<file path="src/rtl/scan_config_loader.sv">
// scan_config_loader
// Writer end of a per-tile serial configuration chain. Host words arrive over a
// valid/ready handshake and are shifted LSB first into the chain. The chain is
// then recirculated once so a CRC-8 of the bits coming out can be compared with
// a CRC-8 of the bits that went in, leaving the configuration intact.
module scan_config_loader #(
    parameter int CHAIN_LENGTH = 8,
    parameter int WORD_WIDTH   = 8,
    parameter int CNT_WIDTH    = 16
) (
    input  logic                  clk,
    input  logic                  rst,
    input  logic                  start,
    input  logic [WORD_WIDTH-1:0] data_in,
    input  logic                  data_valid,
    output logic                  data_ready,
    output logic                  chain_scan_in,
    output logic                  chain_scan_en,
    input  logic                  chain_scan_out,
    output logic                  busy,
    output logic                  done,
    output logic                  error
);

    typedef enum logic [2:0] {
        IDLE,
        LOAD,
        SHIFT,
        VERIFY,
        FINISH
    } state_t;

    localparam logic [CNT_WIDTH-1:0] CHAIN_CNT = CNT_WIDTH'(CHAIN_LENGTH);
    // A single word can never contribute more bits than the whole chain holds.
    localparam logic [CNT_WIDTH-1:0] WORD_CNT =
        (WORD_WIDTH < CHAIN_LENGTH) ? CNT_WIDTH'(WORD_WIDTH) : CHAIN_CNT;

    // Bit-serial CRC-8, polynomial x^8+x^2+x+1.
    function automatic logic [7:0] crc8_step(input logic [7:0] crc, input logic b);
        logic fb;
        fb = crc[7] ^ b;
        return {crc[6:0], 1'b0} ^ (fb ? 8'h07 : 8'h00);
    endfunction

    state_t                state;
    logic [WORD_WIDTH-1:0] word_sr;
    logic [CNT_WIDTH-1:0]  bits_this_word;
    logic [CNT_WIDTH-1:0]  bits_loaded;
    logic [CNT_WIDTH-1:0]  shift_cnt;
    logic [CNT_WIDTH-1:0]  verify_cnt;
    logic [7:0]            crc_in;
    logic [7:0]            crc_out;
    logic                  scan_bit;

    logic [CNT_WIDTH-1:0]  remaining;
    logic [CNT_WIDTH-1:0]  word_bits;
    logic [CNT_WIDTH-1:0]  bits_loaded_inc;
    logic [CNT_WIDTH-1:0]  shift_cnt_inc;
    logic [CNT_WIDTH-1:0]  verify_cnt_inc;
    logic [7:0]            crc_in_nxt;
    logic [7:0]            crc_out_nxt;
    logic                  next_bit;
    logic                  accept;

    assign accept          = data_valid && data_ready;
    assign remaining       = CHAIN_CNT - bits_loaded;
    assign word_bits       = (remaining < WORD_CNT) ? remaining : WORD_CNT;
    assign bits_loaded_inc = bits_loaded + CNT_WIDTH'(1);
    assign shift_cnt_inc   = shift_cnt + CNT_WIDTH'(1);
    assign verify_cnt_inc  = verify_cnt + CNT_WIDTH'(1);
    assign crc_in_nxt      = crc8_step(crc_in, word_sr[0]);
    assign crc_out_nxt     = crc8_step(crc_out, chain_scan_out);

    // The bit that will sit at word_sr[0] after the next shift.
    if (WORD_WIDTH > 1) begin : g_next_bit
        assign next_bit = word_sr[1];
    end else begin : g_next_bit_single
        assign next_bit = 1'b0;
    end

    // During VERIFY the chain output is fed straight back so the contents rotate
    // back into place; otherwise the registered shift bit (0 outside SHIFT).
    assign chain_scan_in = (state == VERIFY) ? chain_scan_out : scan_bit;

    // Word shift register: holds datapath only, so it carries no reset.
    always_ff @(posedge clk) begin
        if (state == LOAD && accept) begin
            word_sr <= data_in;
        end else if (state == SHIFT) begin
            word_sr <= word_sr >> 1;
        end
    end

    // Control FSM; every output is registered against the state being entered.
    always_ff @(posedge clk or posedge rst) begin
        if (rst) begin
            state          <= IDLE;
            bits_this_word <= '0;
            bits_loaded    <= '0;
            shift_cnt      <= '0;
            verify_cnt     <= '0;
            crc_in         <= '0;
            crc_out        <= '0;
            scan_bit       <= 1'b0;
            data_ready     <= 1'b0;
            chain_scan_en  <= 1'b0;
            busy           <= 1'b0;
            done           <= 1'b0;
            error          <= 1'b0;
        end else begin
            case (state)
                IDLE: begin
                    if (start) begin
                        state          <= LOAD;
                        busy           <= 1'b1;
                        data_ready     <= 1'b1;
                        error          <= 1'b0;
                        crc_in         <= '0;
                        crc_out        <= '0;
                        bits_loaded    <= '0;
                        bits_this_word <= '0;
                        shift_cnt      <= '0;
                        verify_cnt     <= '0;
                    end
                end

                LOAD: begin
                    if (accept) begin
                        state          <= SHIFT;
                        data_ready     <= 1'b0;
                        chain_scan_en  <= 1'b1;
                        scan_bit       <= data_in[0];
                        bits_this_word <= word_bits;
                        shift_cnt      <= '0;
                    end
                end

                SHIFT: begin
                    crc_in      <= crc_in_nxt;
                    bits_loaded <= bits_loaded_inc;
                    shift_cnt   <= shift_cnt_inc;
                    if (shift_cnt_inc == bits_this_word) begin
                        // Remaining upper bits of this word are simply dropped.
                        scan_bit <= 1'b0;
                        if (bits_loaded_inc == CHAIN_CNT) begin
                            state      <= VERIFY;
                            verify_cnt <= '0;
                        end else begin
                            state         <= LOAD;
                            chain_scan_en <= 1'b0;
                            data_ready    <= 1'b1;
                        end
                    end else begin
                        scan_bit <= next_bit;
                    end
                end

                VERIFY: begin
                    crc_out    <= crc_out_nxt;
                    verify_cnt <= verify_cnt_inc;
                    if (verify_cnt_inc == CHAIN_CNT) begin
                        state         <= FINISH;
                        chain_scan_en <= 1'b0;
                        done          <= 1'b1;
                        // Compare with the final CRC so error is valid alongside done.
                        error         <= (crc_out_nxt != crc_in);
                    end
                end

                FINISH: begin
                    state <= IDLE;
                    done  <= 1'b0;
                    busy  <= 1'b0;
                end

                default: begin
                    state         <= IDLE;
                    scan_bit      <= 1'b0;
                    data_ready    <= 1'b0;
                    chain_scan_en <= 1'b0;
                    busy          <= 1'b0;
                    done          <= 1'b0;
                end
            endcase
        end
    end

endmodule

</file>
<file path="config.mk">
export PLATFORM = sky130hd
export DESIGN_NAME = scan_config_loader
export DESIGN_NICKNAME = d
export VERILOG_FILES = /design/src/rtl/scan_config_loader.sv
export SDC_FILE = /design/constraint.sdc
export NUM_CORES = 1
export LEC_CHECK = 0
export BUFFER_PORTS_ARGS = -buffer_cell sky130_fd_sc_hd__buf_4
export CAP_MARGIN = 20
export CORE_AREA = 2 2 122 88
export DETAILED_ROUTE_END_ITERATION = 12
export DIE_AREA = 0 0 124 90
export PLACE_DENSITY = 0.79
export SETUP_SLACK_MARGIN = 0.2
export SYNTH_ARGS = -nofsm -noshare
export SYNTH_HDL_FRONTEND = slang
export SYNTH_SLANG_ARGS = --single-unit
</file>
<file path="constraint.sdc">
create_clock -name clk -period 3.35 [get_ports clk]
set_input_delay 0.1675 -clock clk [delete_from_list [all_inputs] [get_ports clk]]
set_output_delay 0.1675 -clock clk [all_outputs]
set_load 0.05 [all_outputs]
</file>
==> results_dict.tcl, run 1 <==
set metrics [dict create \
    synthCells 667 \
    setup_tns_ns 0 \
    p_per_area_nw_per_um2 777 \
    ctsRootBufferMaster "clkbuf_16" \
    routed_via_density 6.45 \
    yosys_most_used_dff "dfrtp_1" \
    met2_usage_pct 37.3 \
    cts_tree "yes" \
    numCtsBuffers 9 \
    clock_sinks 97 \
    setup_viol 0 \
    design.core.area_sq_um 10100 \
    min_period_over_period_pct 87.0 \
    area_delta_synth_final_pct 8.45 \
    numPlacedInstances 775 \
    fin_util_pct 63.4 \
    grt_use_total_pct 26.0 \
    async_flop_share_pct 91.8 \
    switching_share_pct 43.2 \
    avgSynthCellArea_sq_um 8.84 \
    grt_pass1_wl_um 23100 \
    drv_slew 0 \
    ys_seq_area_share_pct 41.9 \
    cts.path.max_buffers 2 \
    synth_edf_count 8 \
    use_met1_pct 40.4 \
    routedWlPerCell_um 17.5 \
    num_rows 31 \
    drt_pass1_iterations 5 \
    fillCellCount 810 \
    grt_pass1_vias 4596 \
    grt_max_degree 34 \
    p_sw_uw 2150 \
    post_cts_buffers 0 \
    slew_headroom_pct 41.0 \
    htreeDepth 3 \
    syn_nets 685 \
    grt_antenna_before_repair 0 \
    drtIter0Drc 499 \
    dieWidth_um 124 \
    hold_viol 0 \
    yosysUniqueCellTypes 63 \
    timing.fmax_mhz 343 \
    synth_area_sq_um 5900 \
    vias 5122 \
    required_ns 3.59 \
    clock_latency_ns 0.35 \
    finClkSkew_ns 0.00632 \
    worstPathArrival_ns 3.16 \
    yosysWarnings 0 \
    route.detailed.drc 0 \
    combPwrFrac_pct 40.9 \
    worstSetupEndpointType "register" \
    gr-total-overflow 0 \
    crit_fanout 8 \
    dieHeight_um 90 \
    synth.ff_latch_count 97 \
    leakagePower_uw 0.00269 \
    fin_crit_ns 2.92 \
    diodes 0 \
    initial_core_util_pct 58.5 \
    rsz0062_at_grt "no" \
    cap_violations 0 \
    use_met3_pct 4.95 \
    top_level_ports 19 \
    cp-start-kind "register" \
    clk_pin_slew_ns 0.07 \
    pwr-share-clk_pct 20.3 \
    wl_um 13900 \
    drive_gt1_share_pct 10.9 \
    fin_nets 675 \
    hp-class "input pin to register" \
    seqPwrFrac_pct 38.7 \
    dp_hpwl_um 9450 \
    final_cell_area_sq_um 6390 \
    instances_no_fill 794 \
    vdd_drop_max_mv 0.504 \
    crit_type "register to register" \
    place.gp.congestion 0.913 \
    cellInternalPower_uw 2820 \
    status "complete, no violations" \
    fp.dieArea_sq_um 11200 \
    numPortBuffers 18 \
    place_area_sq_um 6050 \
    detail-route-antenna-nets 0 \
    worst_pin_slew_ns 0.881 \
    grt.busiest_layer "met1" \
]
[final timing paths]
kind,from,endpoint,slack [ns],depth (start not counted)
max in group asynchronous,rst,bits_loaded[0],2.07,4
min in group asynchronous,rst,bits_loaded[7],0.43,3
worst max-delay path,verify_cnt[0],state[0],0.43,8
worst min register to register,busy,busy,0.49,1
worst max register to register,verify_cnt[0],state[0],0.43,8
worst min-delay path,data_in[1],word_sr[1],0.11,2
[worst max-delay path, stage by stage (launching register included)]
cell and delay, ns:
dfrtp_1 0.43, ha_1 0.28, and4_1 0.32, or3_1 0.33
a2111oi_0 0.44, o211ai_1 0.20, o31ai_1 0.52, nand2_1 0.10
a22o_1 0.19
[power by group through the flow]
stage,clock [uW],sequential [uW],combinational (uW)
6_report,1010,1920,2030
5_1_grt,1090,1970,2250
4_1_cts,1030,1910,1980
3_5_place_dp,0,1930,1960
3_3_place_gp,0,1900,1900
2_1_floorplan,0,1750,1650
[cell usage in the layout, fill, tap and decap left out, types with 5 or more instances in the layout]
| cell | n |
|---|---|
| mux2_2 | 8 |
| a21oi_1 | 32 |
| dfrtp_1 | 88 |
| nand3_1 | 26 |
| clkbuf_16 | 9 |
| o21ai_1 | 10 |
| and3_1 | 9 |
| and2_1 | 15 |
| nor3_1 | 17 |
| inv_1 | 14 |
| o31ai_1 | 13 |
| or3_1 | 6 |
| buf_4 | 29 |
| ha_1 | 5 |
| nand2b_1 | 6 |
| nand4_1 | 20 |
| nor2b_1 | 7 |
| nor2_1 | 59 |
| a22o_1 | 16 |
| nand2_1 | 59 |
| mux2i_1 | 6 |
| edfxtp_1 | 8 |
| o211ai_1 | 6 |
| xnor2_1 | 28 |
| xor2_1 | 15 |
| nor4_1 | 5 |
| o21ai_0 | 46 |
| a31oi_1 | 21 |
[per-stage QoR]
| step | worst slack [ns] | hold slack, ns | total power [uW] |
|---|---|---|---|
| after floorplan | 0.792 | 0.358 | 3400 |
| after global placement | 0.444 | 0.244 | 3800 |
| after detailed placement | 0.317 | 0.259 | 3890 |
| after CTS | 0.295 | 0.107 | 4920 |
| after global routing | 0.246 | 0.108 | 5310 |
| final | 0.434 | 0.113 | 4970 |
[flip-flops by register name (all words and copies together) (netlist names), 3 cells and up]
register / cells
bits_loaded: 16
shift_cnt: 16
state: 3
bits_this_word: 16
crc_out: 8
verify_cnt: 16
word_sr: 8
crc_in: 8
[cells by family after synthesis]
| kind of cell | share of synthesized area (%) |
|---|---|
| flip-flops | 41.9 |
| AO/OA/AOI/OAI | 20.8 |
| multiplexers | 2.74 |
| buffers and inverters | 4.56 |
| XOR/XNOR | 6.39 |
| adder cells (fa/ha/maj) | 1.06 |
| AND/OR/NAND/NOR | 22.6 |
[per-layer routing]
metal	vias up	wire, um
met5	-	0
met4	0	154
met2	186	6210
met1	2492	6630
li1	2428	-
met3	16	934
[what timing repair did]
action,in CTS,in global routing
endpoints found under the setup margin,0,13
gates resized for setup,0,8
hold buffers,1,0
endpoints found under the hold margin,31,0
[layout make-up]
cell class                 count  area, sq um  area share (%)
multi-input combinational    504         3190            49.8
sequential                    97         2470            38.6
timing repair buffer          30          228            3.56
clock buffer                   9          225            3.52
tap                          132          165            2.58
clock inverter                 7         62.6           0.978
inverter                      15         57.6           0.900
[synth_stat cells, types with 5 or more instances]
cell,number,area share (%)
dfrtp_1,89,38
nand2_1,60,3.8
nor2_1,59,3.8
o21ai_0,46,3.9
a21oi_1,32,2.7
clkbuf_1,32,2.0
xnor2_1,28,4.2
nand3_1,26,2.2
a31oi_1,21,2.2
nand4_1,20,2.1
nor3_1,17,1.4
a22o_1,16,2.4
and2_1,15,1.6
inv_1,15,0.95
xor2_1,15,2.2
buf_2,14,1.2
o31ai_1,14,1.8
o21ai_1,10,0.85
and3_1,9,0.95
edfxtp_1,8,4.1
mux2_2,8,1.5
nor2b_1,7,0.74
mux2i_1,6,1.0
nand2b_1,6,0.64
o211ai_1,6,0.76
or3_1,6,0.64
a2111oi_0,5,0.74
ha_1,5,1.1
nor4_1,5,0.53
Note: power is estimated with default switching activity, not from simulation.
==> inputs of run 2 (changes only) <==
--- a/config.mk
+++ b/config.mk
@@ -7,9 +7,9 @@
 export LEC_CHECK = 0
 export BUFFER_PORTS_ARGS = -buffer_cell sky130_fd_sc_hd__buf_4
 export CAP_MARGIN = 20
-export CORE_AREA = 2 2 122 88
+export CORE_AREA = 2 2 108 100
 export DETAILED_ROUTE_END_ITERATION = 12
-export DIE_AREA = 0 0 124 90
+export DIE_AREA = 0 0 110 102
 export PLACE_DENSITY = 0.79
 export SETUP_SLACK_MARGIN = 0.2
 export SYNTH_ARGS = -nofsm -noshare
==> run 2 against run 1 <==
Net effect:
- wire length fell by 5.2%
- sequential power barely moved
- setup slack got worse by 0.0029 ns
- clock skew rose by 0.0076 ns
- clock power fell by 27%
- critical path depth did not move
- critical path type unchanged
- largest power group unchanged
==> results_dict.tcl, run 2 (same netlist as run 1, synthesis figures left out) <==
set metrics [dict create \
    status "complete, no violations" \
    vias 5041 \
    crit_type "register to register" \
    r2r_setup_slack_ns 0.43 \
    required_ns 3.61 \
    switching_share_pct 44.8 \
    cap_violations 0 \
    grt_max_degree 42 \
    hold_viol 0 \
    seqPwrFrac_pct 41.4 \
    fillCellCount 850 \
    fin_crit_ns 2.92 \
    cpPeakStageDelay_ns 0.50 \
    num_rows 35 \
    mostFrequentLayoutCell "dfrtp_1" \
    grt_antenna_before_repair 0 \
    numPortBuffers 18 \
    p_sw_uw 2080 \
    p_per_area_nw_per_um2 742 \
    instances_no_fill 789 \
    rsz0062_at_grt "no" \
    min_period_over_period_pct 87.1 \
    crit_fanout 8 \
    slew_headroom_pct 25.3 \
    drtIter0Drc 400 \
    diodes 0 \
    finClkSkew_ns 0.0140 \
    worst_pin_slew_ns 1.12 \
    dp_hpwl_um 9080 \
    setup_viol 0 \
    dieHeight_um 102 \
    seqCellArea_sq_um 2470 \
    hold_end "word_sr[7]" \
    r2r-start "verify_cnt[0]" \
    drt_pass1_iterations 5 \
    final_cell_area_sq_um 6270 \
    worstPathArrival_ns 3.18 \
    timing.fmax_mhz 343 \
    wl_um 13200 \
    drv_slew 0 \
    grt_pass1_vias 4796 \
    cp-start-kind "register" \
    detail-route-antenna-nets 0 \
    top_level_ports 19 \
    vdd_drop_max_mv 0.503 \
    crit_slowest_cell "a2111oi_0" \
    r2r_cells 8 \
    worstPathCellList "ha_1 -> and4_1 -> or3_1 -> a2111oi_0 -> o211ai_1 -> o31ai_1 -> nand2_1 -> a22o_1" \
    leakagePower_uw 0.00263 \
    design.core.area_sq_um 10000 \
    clock_sinks 97 \
    route.detailed.drc 0 \
    dieWidth_um 110 \
    htreeDepth 3 \
    numCtsBuffers 9 \
    cellInternalPower_uw 2560 \
    hold_path_depth 2 \
    grt_pass1_wl_um 22900 \
    area_delta_synth_final_pct 6.30 \
    setup_tns_ns 0 \
    fin_nets 673 \
    routedWlPerCell_um 16.7 \
    gr-total-overflow 0 \
    grt_use_total_pct 25.4 \
    place_ws_ns 0.297 \
    fp.dieArea_sq_um 11200 \
    numPlacedInstances 771 \
    initial_core_util_pct 58.8 \
    routed_via_density 6.39 \
    clk_pin_slew_ns 0.11 \
    place_area_sq_um 6040 \
    cts.path.max_buffers 2 \
    finalWorstSetupSlack_ns 0.432 \
    multi_input_area_sq_um 3180 \
    pwr-share-clk_pct 15.9 \
    drive_gt1_share_pct 10.3 \
    hp-class "input pin to register" \
    combPwrFrac_pct 42.7 \
    finalPower_uw 4650 \
    clock_latency_ns 0.37 \
    regToRegEndpoint "state[0]" \
    layout_common_cells "88 x dfrtp_1, 60 x nand2_1, 59 x nor2_1, 46 x o21ai_0, 32 x a21oi_1" \
    hold_start "data_in[7]" \
    worstSetupEndpointType "register" \
    cts_tree "yes" \
    place.gp.congestion 0.892 \
    ctsRootBufferMaster "clkbuf_8" \
]
-- run 2: cell count changes in the layout (fill, tap and decap cells not counted), moves of 2 or more --
cell,change
clkbuf_16,-9
clkbuf_8,+9
buf_4,-3
a2111oi_0,+2
-- run 2: cell type report --
class / count / share of cell area (%)
inverters: 15 / 0.918
well taps: 129 / 2.58
flip-flops and latches: 97 / 39.4
repair buffers: 28 / 3.45
clock inverters: 7 / 0.998
clock buffers: 9 / 1.98
multi-input cells: 504 / 50.7
-- run 2: timing repair --
action | in CTS | in global routing
hold endpoints to repair | 39 | 0
hold buffers | 1 | 0
setup endpoints to repair | 0 | 13
buffers inserted | 0 | 0
gates resized for setup | 0 | 4
-- run 2: routing by layer --
layer / up-vias / track usage, % / share of wire [%]
li1: 2410 / - / -
met5: - / 0 / 0
met2: 178 / 37.8 / 46
met4: 0 / 7.79 / 1.5
met3: 18 / 4.15 / 5.9
met1: 2435 / 38.0 / 47
-- run 2: worst max-delay path, delay by kind of cell, from the launching register on --
family | cells | cell delay (ns)
AOI/OAI and AO/OA | 4 | 1.31
and+or+nand+nor | 3 | 0.75
adders and majority gates | 1 | 0.30
DFF | 1 | 0.44
-- run 2: per-stage QoR --
| step | hold slack, ns | util, % |
|---|---|---|
| 2_1_floorplan | 0.358 | - |
| 3_3_place_gp | 0.291 | 60.2 |
| 3_5_place_dp | 0.304 | 60.2 |
| 4_1_cts | 0.0788 | 62.2 |
| 5_1_grt | 0.0746 | 62.5 |
| 6_report | 0.0871 | 62.5 |
-- run 2: how the worst max path moves through the flow --
stage	from	end	slack (ns)
final	verify_cnt[0]	state[0]	0.43
after global routing	shift_cnt[0]	chain_scan_en	0.23
after CTS	bits_loaded[0]	verify_cnt[5]	0.28
after detailed placement	bits_loaded[0]	verify_cnt[5]	0.30
after global placement	bits_loaded[0]	verify_cnt[5]	0.48
after floorplan	bits_loaded[1]	verify_cnt[2]	0.79
-- run 2: power groups by stage --
stage	Clock [uW]	Sequential (uW)	Combinational, uW
3_5_place_dp	0	1930	1950
6_report	739	1920	1990
3_3_place_gp	0	1910	1880
4_1_cts	749	1910	1960
5_1_grt	803	1980	2210
2_1_floorplan	0	1750	1650
==> inputs of run 3 (changes only) <==
--- a/config.mk
+++ b/config.mk
@@ -7,9 +7,9 @@
 export LEC_CHECK = 0
 export BUFFER_PORTS_ARGS = -buffer_cell sky130_fd_sc_hd__buf_4
 export CAP_MARGIN = 20
-export CORE_AREA = 2 2 108 100
+export CORE_AREA = 2 2 111 102
 export DETAILED_ROUTE_END_ITERATION = 12
-export DIE_AREA = 0 0 110 102
+export DIE_AREA = 0 0 113 104
 export PLACE_DENSITY = 0.79
 export SETUP_SLACK_MARGIN = 0.2
 export SYNTH_ARGS = -nofsm -noshare
==> constraint.sdc (replaced) <==
create_clock -name clk -period 2.3 [get_ports clk]
set_input_delay 0.115 -clock clk [delete_from_list [all_inputs] [get_ports clk]]
set_output_delay 0.115 -clock clk [all_outputs]
set_load 0.05 [all_outputs]
==> run 3 against run 2 <==
Net effect:
- the run now ends with DRC, setup timing left
- non-clock buffer count is 126 higher
- via count is 20% higher
- clock skew is 0.0046 ns lower
- clock power is 110% higher
- flip-flop and latch count stayed put
- sequential power is 37% higher
- critical path type unchanged
==> results_dict.tcl, run 3 (same netlist as run 1, synthesis figures left out) <==
set metrics [dict create \
    mostFrequentLayoutCell "buf_4" \
    ctsRootBufferMaster "clkbuf_16" \
    place_ws_ns -0.144 \
    vdd_drop_max_mv 0.868 \
    clk_pin_slew_ns 0.08 \
    detail-route-antenna-nets 0 \
    cts.path.max_buffers 2 \
    fp.dieArea_sq_um 11800 \
    crit_type "register to register" \
    grt_pass1_wl_um 29200 \
    vias 6034 \
    routedWlPerCell_um 20.1 \
    dieWidth_um 113 \
    design.core.area_sq_um 10600 \
    setup_viol 13 \
    drv_slew 0 \
    timing.fmax_mhz 417 \
    status "finished with violations" \
    fin_nets 802 \
    fin_util_pct 75.6 \
    p_per_area_nw_per_um2 1110 \
    fin_crit_ns 2.40 \
    p_sw_uw 3970 \
    setup_tns_ns -0.619 \
    grt_use_total_pct 30.8 \
    area_delta_synth_final_pct 36.3 \
    num_rows 36 \
    combPwrFrac_pct 53.4 \
    finClkSkew_ns 0.00931 \
    seqPwrFrac_pct 29.4 \
    diodes 0 \
    grt_pass1_vias 5895 \
    worstPathArrival_ns 2.64 \
    worst_pin_slew_ns 0.744 \
    required_ns 2.54 \
    finalWorstSetupSlack_ns -0.101 \
    top_level_ports 19 \
    clock_latency_ns 0.36 \
    hp-class "input pin to register" \
    rsz0062_at_grt "yes" \
    slew_headroom_pct 50.4 \
    drive_gt1_share_pct 33.5 \
    numCtsBuffers 9 \
    cp-start-kind "register" \
    drtIter0Drc 973 \
    drt_pass1_iterations 10 \
    leakagePower_uw 0.00346 \
    layout_common_cells "141 x buf_4, 86 x dfrtp_1, 58 x nand2_1, 54 x nor2_1, 44 x o21ai_0" \
    route.detailed.drc 1 \
    cts_tree "yes" \
    switching_share_pct 44.5 \
    min_period_over_period_pct 104 \
    htreeDepth 3 \
    cellInternalPower_uw 4960 \
    clock_sinks 97 \
    initial_core_util_pct 55.5 \
    grt_antenna_before_repair 0 \
    numPortBuffers 18 \
    dieHeight_um 104 \
    fillCellCount 668 \
    gr-total-overflow 0 \
    routed_via_density 6.54 \
    violations "DRC, setup timing" \
    hold_viol 0 \
    worstSetupEndpointType "register" \
    grt_max_degree 40 \
    wl_um 18600 \
    crit_fanout 7 \
    dp_hpwl_um 11300 \
    pwr-share-clk_pct 17.2 \
    cap_violations 0 \
    place.gp.congestion 0.963 \
]
## run 3: metal layers
layer | global-route usage, % | vias to the layer above | routed length [um]
met3 | 6.70 | 73 | 1540
met4 | 13.6 | 0 | 613
met5 | 0 | - | 0
met2 | 48.8 | 336 | 9010
met1 | 40.7 | 2952 | 7380
li1 | - | 2673 | -
## run 3: repair_timing
action                                 in CTS  in global routing
resized for setup                          46                 47
pin swaps                                  21                 16
setup buffers                              12                  7
setup endpoints to repair                  46                 33
hold buffers                                1                  0
endpoints found under the hold margin      61                  0
cloned                                      3                  0
## run 3: worst paths after layout
| kind | start | to | slack [ns] | cells past startpoint |
|---|---|---|---|---|
| setup reg to reg | bits_loaded[0] | verify_cnt[5] | -0.10 | 9 |
| min in group asynchronous | rst | state[0] | 0.25 | 3 |
| max in group asynchronous | rst | bits_loaded[1] | 1.39 | 4 |
| hold / removal | data_in[7] | word_sr[7] | 0.05 | 2 |
| hold reg to reg | busy | busy | 0.49 | 1 |
| setup / recovery | bits_loaded[0] | verify_cnt[5] | -0.10 | 9 |
## run 3: final cells by class
type | instances | area, sq um | share of cell area (%)
inverters | 15 | 60.1 | 0.747
repair buffers | 154 | 1230 | 15.3
clock buffers | 9 | 225 | 2.80
well taps | 133 | 166 | 2.07
flip-flops and latches | 97 | 2470 | 30.8
clock inverters | 7 | 72.6 | 0.903
multi-input cells | 507 | 3810 | 47.4
## run 3: metrics by stage
stage	area (sq um)	total power (uW)	hold slack, ns	cells
after floorplan	6090	5100	0.306	667
after global placement	7000	6150	0.0751	882
after detailed placement	7000	6330	0.0773	882
after CTS	7660	8270	0.0371	914
after global routing	8040	9370	0.0498	922
final	8040	8920	0.0482	922
## run 3: power groups by stage
stage | Combinational, uW | Clock (uW) | Sequential (uW)
final | 4770 | 1530 | 2630
after global routing | 5070 | 1610 | 2680
after CTS | 4130 | 1550 | 2600
after detailed placement | 3720 | 0 | 2610
after global placement | 3560 | 0 | 2590
after floorplan | 2540 | 0 | 2570
## run 3: worst max-delay path, stage by stage, from the launching register on
cell and delay, ns:
dfrtp_2 0.45, ha_4 0.18, and3_4 0.15, and3_4 0.18
mux2_4 0.30, o31ai_4 0.21, o2111ai_4 0.16, buf_12 0.19
a2111oi_4 0.32, a21oi_1 0.12
